File: src/rtl/mem_l2_arb_pkg.sv
// mem_l2_arb_pkg: shared codes, states and request bundle
// for the two-port L2 tile arbiter.
package mem_l2_arb_pkg;

  localparam logic [1:0] UMEM_OK_READY = 2'b00;
  localparam logic [1:0] UMEM_OK_OK    = 2'b01;
  localparam logic [1:0] UMEM_OK_HOLD  = 2'b10;
  localparam logic [1:0] UMEM_OK_FAULT = 2'b11;

  localparam logic [4:0] UMEM_OPM_READY   = 5'b00000;
  localparam logic [4:0] UMEM_OPM_RD_TILE = 5'b01000;
  localparam logic [4:0] UMEM_OPM_WR_TILE = 5'b10000;

  typedef enum logic [1:0] {
    ARB_IDLE    = 2'd0,
    ARB_GRANT   = 2'd1,
    ARB_RELEASE = 2'd2
  } arb_state_t;

  typedef struct packed {
    logic [31:0]  addr;
    logic [4:0]   opm;
    logic [127:0] data;
  } l2_req_t;

  function automatic logic is_req(input logic [4:0] opm);
    return opm[4:3] != 2'b00;
  endfunction

endpackage

File: src/rtl/mem_l2_arb_mux.sv
// mem_l2_arb_mux: 2:1 request mux toward the L2,
// forced to an idle bundle outside the grant phase.
module mem_l2_arb_mux
  import mem_l2_arb_pkg::*;
(
  input  l2_req_t port_a,
  input  l2_req_t port_b,
  input  logic    sel,
  input  logic    active,
  output l2_req_t req
);

  // pass the granted port through only while granting
  always_comb begin
    req = '0;
    if (active) begin
      req = sel ? port_b : port_a;
    end
  end

endmodule

File: src/rtl/mem_l2_arb.sv
// mem_l2_arb: shares one L2 tile port between two L1 requesters
// with round-robin priority and a per-access hold watchdog.
module mem_l2_arb
  import mem_l2_arb_pkg::*;
#(
  parameter int TIMEOUT_CYC = 4096,
  parameter int CNT_W       = 16
) (
  input  logic         clock,
  input  logic         reset,
  input  logic [31:0]  memAddrA,
  input  logic [4:0]   memOpmA,
  input  logic [127:0] memDataInA,
  output logic [127:0] memDataOutA,
  output logic [1:0]   memOKA,
  input  logic [31:0]  memAddrB,
  input  logic [4:0]   memOpmB,
  input  logic [127:0] memDataInB,
  output logic [127:0] memDataOutB,
  output logic [1:0]   memOKB,
  output logic [31:0]  l2MemAddr,
  output logic [4:0]   l2MemOpm,
  output logic [127:0] l2MemDataOut,
  input  logic [127:0] l2MemDataIn,
  input  logic [1:0]   l2MemOK,
  output logic         arbBusy
);

  arb_state_t       state;
  logic             grant;
  logic             prio;
  logic [CNT_W-1:0] wd_cnt;
  logic [127:0]     rsp_data;
  logic [1:0]       rsp_code;

  logic    req_a;
  logic    req_b;
  logic    gnt_req;
  logic    wd_exp;
  logic    in_grant;
  l2_req_t port_a;
  l2_req_t port_b;
  l2_req_t l2_req;

  assign req_a    = is_req(memOpmA);
  assign req_b    = is_req(memOpmB);
  assign gnt_req  = grant ? req_b : req_a;
  assign wd_exp   = (wd_cnt == CNT_W'(TIMEOUT_CYC - 1));
  assign in_grant = (state == ARB_GRANT);

  assign port_a = '{addr: memAddrA, opm: memOpmA, data: memDataInA};
  assign port_b = '{addr: memAddrB, opm: memOpmB, data: memDataInB};

  mem_l2_arb_mux u_mux (
    .port_a (port_a),
    .port_b (port_b),
    .sel    (grant),
    .active (in_grant),
    .req    (l2_req)
  );

  assign l2MemAddr    = l2_req.addr;
  assign l2MemOpm     = l2_req.opm;
  assign l2MemDataOut = l2_req.data;
  assign arbBusy      = (state != ARB_IDLE);

  // access sequencer: pick a port, wait on the L2, hold the answer
  always_ff @(posedge clock or negedge reset) begin
    if (!reset) begin
      state    <= ARB_IDLE;
      grant    <= 1'b0;
      prio     <= 1'b0;
      wd_cnt   <= '0;
      rsp_data <= '0;
      rsp_code <= UMEM_OK_READY;
    end else begin
      unique case (state)
        ARB_IDLE: begin
          if (req_a || req_b) begin
            grant  <= (req_a && req_b) ? prio : req_b;
            wd_cnt <= '0;
            state  <= ARB_GRANT;
          end
        end
        ARB_GRANT: begin
          if (l2MemOK == UMEM_OK_OK) begin
            rsp_data <= l2MemDataIn;
            rsp_code <= UMEM_OK_OK;
            prio     <= ~grant;
            state    <= ARB_RELEASE;
          end else if (l2MemOK == UMEM_OK_FAULT || wd_exp) begin
            rsp_code <= UMEM_OK_FAULT;
            prio     <= ~grant;
            state    <= ARB_RELEASE;
          end else begin
            wd_cnt <= wd_cnt + CNT_W'(1);
          end
        end
        ARB_RELEASE: begin
          if (!gnt_req) begin
            state <= ARB_IDLE;
          end
        end
        default: state <= ARB_IDLE;
      endcase
    end
  end

  // requester-side response codes and returned tile
  always_comb begin
    memOKA      = UMEM_OK_READY;
    memOKB      = UMEM_OK_READY;
    memDataOutA = '0;
    memDataOutB = '0;
    if (reset) begin
      memOKA = req_a ? UMEM_OK_HOLD : UMEM_OK_READY;
      memOKB = req_b ? UMEM_OK_HOLD : UMEM_OK_READY;
      unique case (1'b1)
        state == ARB_GRANT: begin
          if (grant) memOKB = UMEM_OK_HOLD;
          else       memOKA = UMEM_OK_HOLD;
        end
        state == ARB_RELEASE: begin
          if (grant) begin
            memOKB      = rsp_code;
            memDataOutB = rsp_data;
          end else begin
            memOKA      = rsp_code;
            memDataOutA = rsp_data;
          end
        end
        default: ;
      endcase
    end
  end

endmodule

File: config.mk
export PLATFORM = sky130hd
export DESIGN_NAME = mem_l2_arb
export DESIGN_NICKNAME = d
export VERILOG_FILES = /design/src/rtl/mem_l2_arb_pkg.sv /design/src/rtl/mem_l2_arb_mux.sv /design/src/rtl/mem_l2_arb.sv
export SDC_FILE = /design/constraint.sdc
export NUM_CORES = 1
export LEC_CHECK = 0
export CORE_AREA = 4 4 340 342
export DETAILED_ROUTE_END_ITERATION = 10
export DIE_AREA = 0 0 344 346
export HOLD_SLACK_MARGIN = 0.1
export SLEW_MARGIN = 20
export SYNTH_ARGS = -nofsm -noshare
export SYNTH_HDL_FRONTEND = slang
export SYNTH_SLANG_ARGS = --single-unit
File: constraint.sdc
create_clock -name clock -period 2.1 [get_ports clock]
set_clock_uncertainty 0.1 [all_clocks]
set_input_delay 0.42 -clock clock [delete_from_list [all_inputs] [get_ports clock]]
set_output_delay 0.42 -clock clock [all_outputs]
set_load 0.05 [all_outputs]
# After elaboration in Yosys (flattened, before gate mapping)
# Cells that the tools add are included.
[op_classes]
n_reduce_logical = 14
muxes = 33
n_bitwise = 1
n_addsub = 1
n_eq_ne = 10
[ops]
columns = ["op", "count"]
rows = [
  ["$mux W128", 6],
  ["$mux W165", 2],
  ["$mux W16", 3],
  ["$pmux W16 S2", 1],
  ["$mux W2", 14],
  ["$add A16 B1 Y16 const B", 1],
  ["$eq A16 B12 Y1 const B", 1],
  ["$reduce_bool A2 Y1", 5],
  ["$ne A2 B2 Y1 const B", 4],
  ["$pmux W2 S2", 2],
  ["$pmux W2 S3", 1],
  ["$reduce_and A2 Y1", 3],
  ["$eq A2 B1 Y1 const B", 2],
  ["$eq A2 B2 Y1 const B", 2],
  ["$mux W1", 4],
  ["$reduce_and A4 Y1", 1],
  ["$ne A3 B1 Y1 const B", 1],
  ["$reduce_and A3 Y1", 1],
  ["$logic_not A2 Y1", 1],
  ["$logic_or A1 B1 Y1", 2],
  ["$logic_and A1 B1 Y1", 1],
  ["$not A1 Y1", 1],
]
[word_totals]
reg_bits = 150
wordCells = 65
out_inout_bits = 426

# Logic depth before layout (Yosys ltp)
[depth]
ltp_word = 5
mapped_depth = 8

# By module
# A second synthesis with hierarchy kept.
[unflattened]
cells_unflattened = 1087
hier_area_um2 = 11028.1
[modules_own_cells]
columns = ["mod", "seq_area_each_um2", "instances", "cells_per_inst", "area_each_um2"]
rows = [
  ["mem_l2_arb", 3753.6, 1, 720, 7975.1],
  ["mem_l2_arb_mux", 0.0, 1, 367, 3052.9],
]

# Worst setup path before layout
# Ideal clock, no wire load.
[synth_path]
kind = "register -> output"
from = "reg state[1]"
to = "out memOKA[1]"
path_stages_with_launch = 6
arrival_ns = 2.260
n_path_buf = 1
slack_ns = -0.680
t_required_ns = 1.580
cell_sequence = "dfrtp_1 > inv_1 > ha_1 > clkbuf_1 > nor2b_1 > a221oi_1"
[synth_between]
elab_chain_len = 3
[synth_lines]
columns = ["element", "line", "text"]
rows = [
  ["start, declared", "mem_l2_arb.sv:29", "arb_state_t state;"],
  ["start signal, assigned", "mem_l2_arb.sv:70", "state <= ARB_IDLE;"],
  ["start signal, assigned", "mem_l2_arb.sv:82", "state <= ARB_GRANT;"],
  ["start signal, assigned", "mem_l2_arb.sv:90", "state <= ARB_RELEASE;"],
  ["$eq A2 B2 Y1 / $eq A2 B1 Y1 (equally long branches)", "mem_l2_arb.sv:123, mem_l2_arb.sv:119", ""],
  ["$pmux W2 S2 (*)", "mem_l2_arb.sv:118", "unique case (1'b1)"],
  ["$mux W2 (*)", "mem_l2_arb.sv:115", "if (reset) begin"],
  ["end, declared", "mem_l2_arb.sv:15", "output logic [1:0] memOKA,"],
]
# Every way passes the cells marked *; elsewhere a longest branch is shown, timed or not.

# Worst setup path after layout
[layout_path]
from = "reg grant"
to = "out l2MemDataOut[61]"
[layout_between]
elab_chain_len = 2
[layout_lines]
columns = ["element", "line", "text"]
rows = [
  ["start, declared", "mem_l2_arb.sv:30", "logic grant;"],
  ["start signal, assigned", "mem_l2_arb.sv:80", "grant <= (req_a && req_b) ? prio : req_b;"],
  ["$mux W165", "mem_l2_arb_mux.sv:17", "req = sel ? port_b : port_a;"],
  ["$mux W165", "mem_l2_arb_mux.sv:16", "if (active) begin"],
  ["end, declared", "mem_l2_arb.sv:23", "output logic [127:0] l2MemDataOut,"],
]
# No other way between the ends.

==> metrics.txt <==
DR vias/cell 3.45; Post-Synthesis Cells 1,089; Worst Path Class, Setup reg2out; peak supply drop 0.682 mV; Critical Path Stages 8; most common cell after layout, fill and taps aside buf_12; worst hold path type reg2reg; Non-Filler Instances 3,675; largest family of logic cells by synthesized area multiplexers; failing checks setup timing; starting density of the core 9.18%; drt wl/cell 25.2 um; Simple-Gate Fraction of Synth Area 25.4%; Worst-Skew Late Latency 0.49 ns; max-cap violations 0; most frequent cells in the layout buf_12, clkdlybuf4s50_1, dfrtp_1, and2_4, mux2_2; GP Congestion 0.969; Total Die Area 119,000 um2; final setup margin -0.643 ns; Tmin final 2.74 ns; Max Slew Vio Count 0; clk slew on worst S/H paths 0.08 ns; Crit. End Element primary output; largest cells by area after synthesis dfrtp_1, mux2i_1, and2_1; setup TNS -281.08 ns; CP bufs+invs 6; Final nets 2,617; port bufs 887; Most common cell on crit path buf_12; Post-Syn Area 10,300 um2; Synth cell types 46; Rel. slew slack 36.6%; first-pass GRT wire length 117,000 um; RSZ-0062 raised after global routing yes; first-pass iteration count of the detailed router 6; CP peak stage delay 0.52 ns; worst-case reg-to-reg path depth 11; row count 123; post-synthesis xor/xnor area fraction 0%; Hold Startpoint rsp_code[0]$_DFFE_PN0P_; Sequential cell area 3760 um2; HPWL Detailed 76,600 um; CTS H-tree depth 4; CTS root buffer clkbuf_16; CP max FO 6; final period utilization 131%; register bit total from synthesis 150; Worst Max-Slew Pin Slew 0.950 ns; antenna violations before repair 29; vias in the first global route 13,500; top cell type by total area after synthesis dfrtp_1; worst hold slack 0.382 ns; total track usage 14.3%; initial DRC count 396; Die Y 346 um; Post-Synth Adder-Cell Area 0.606%; core area 112,000 um2; pre-CTS setup slack -0.327 ns; CP Cell Sequence buf_12 > buf_12 > buf_12 > buf_12 > mux2i_1 > nor2_2 > buf_4 > buf_12; largest net degree at the start of global routing 118; warnings from Yosys 0; Compound-Gate Fraction of Synth Area 3.25%; leak pwr 0.0124 uW; Clock Sinks 150; Worst EP arrival 2.22 ns; area delta synth->final 205%; CTS Buf Count 17; final-report setup violation count 572; Final Instance Area 31,500 um2; share of cells above drive strength 1 62.4%; Multi-input gate area 8690 um2; Slowest-stage cell, CP dfrtp_4; RR Startpoint state[0]$_DFFE_PN0P_; Filler cells 11,500; Crit path max-delay family buffers and inverters; GRT Residual Overflow 0; Post-Synthesis Net Count 1,556; routed via count 12,700; Hold Vio Cnt, Final 0; sequential share of the synthesized area 36.4%; Die X 344 um; post-route ant nets 0; mux cell area share after synthesis 30.3%; # DRC 0; CP startpoint kind flip-flop; syn_area_per_cell 9.47 um2; status finished with violations; CTS tree built; clk buf depth 2; post-synth top area share 36.4%; placed cells 3,553; hold path cells 1; WL final 92,600 um; Pwr Density 1280 nW/um2; IO Pins 888; Req. time, crit path 1.58 ns; Critical Path Start grant$_DFFE_PN0P_; f_max 365 MHz; Placed Area 27,200 um2
## metal layers
layer  global-route usage, %  vias to the layer above  routed length, um
met2                    26.1                      559              49100
met3                    4.70                      101               7490
met5                       0                        -                 37
met1                    15.1                     6174              32700
met4                    5.91                        6               3330
li1                        -                     5833                  -
## where the power goes
group	internal, uW	switching [uW]
Sequential	4260	1990
Combinational	15500	15200
Clock	1800	1540
## final timing paths
check                                            end  slack [ns]
max in group asynchronous   rsp_data[66]$_DFFE_PN0P_        0.51
min                          rsp_code[0]$_DFFE_PN0P_        0.38
min reg2reg                  rsp_code[0]$_DFFE_PN0P_        0.38
min in group asynchronous  rsp_data[109]$_DFFE_PN0P_        0.54
max reg2reg                 rsp_data[46]$_DFFE_PN0P_       -0.49
max                                 l2MemDataOut[61]       -0.64
## Yosys cell counts, drive strengths merged
library cell    n
nor4            3
or3b            2
a41oi           1
dfrtp         150
inv            11
o22ai           2
a32oi           1
a31oi           4
ha              5
or2             1
o31a            1
mux2          130
or4             2
nand4           6
and3            3
nor2b           1
mux2i         166
nand2b          4
and4            4
clkbuf         52
nor2          171
o21ai          11
a221oi          1
nand3          12
nand4b          1
buf            36
nand3b          1
or3             5
nor3            1
o211ai          7
a31o            1
and2          257
a211oi          2
a22o            1
nand2          16
a22oi           3
a21oi           7
o311ai          5
a21boi          1
o32a            1
## timing repair
action                                 CTS  global route
gates resized for setup                251           366
endpoints found under the hold margin   70             0
hold buffers                             1             0
cloned                                  12            20
setup endpoints to repair              560           569
buffers inserted                        23            54
pin swaps                               15            76
## state kept, by name (all words and copies together), names as in the netlist
signal and count:
rsp_data 128, wd_cnt 16, rsp_code 2, state 2
grant 1, prio 1
## cell type report
class / instances / area share [%]
antenna: 12 / 0.0953
tap: 1500 / 5.96
inverter: 11 / 0.203
multi-input combinational: 840 / 27.6
clock inverter: 15 / 0.576
clock buffer: 17 / 1.35
timing repair buffer: 1128 / 52.1
timing repair inverter: 2 / 0.159
sequential: 150 / 11.9
## metrics by stage
stage	total power, uW	utilization, %
after global routing	41900	28.0
after CTS	37100	26.1
final	40300	28.0
after global placement	31000	24.3
after detailed placement	31000	24.3
after floorplan	16800	-
## kinds of logic after synthesis
logic type	count (synthesis)
and+or+nand+nor	490
muxes	296
DFF	150
buffers and inverters	99
AOI/OAI and AO/OA	49
adders and majority gates	5
Note: power is estimated with default switching activity, not from simulation.
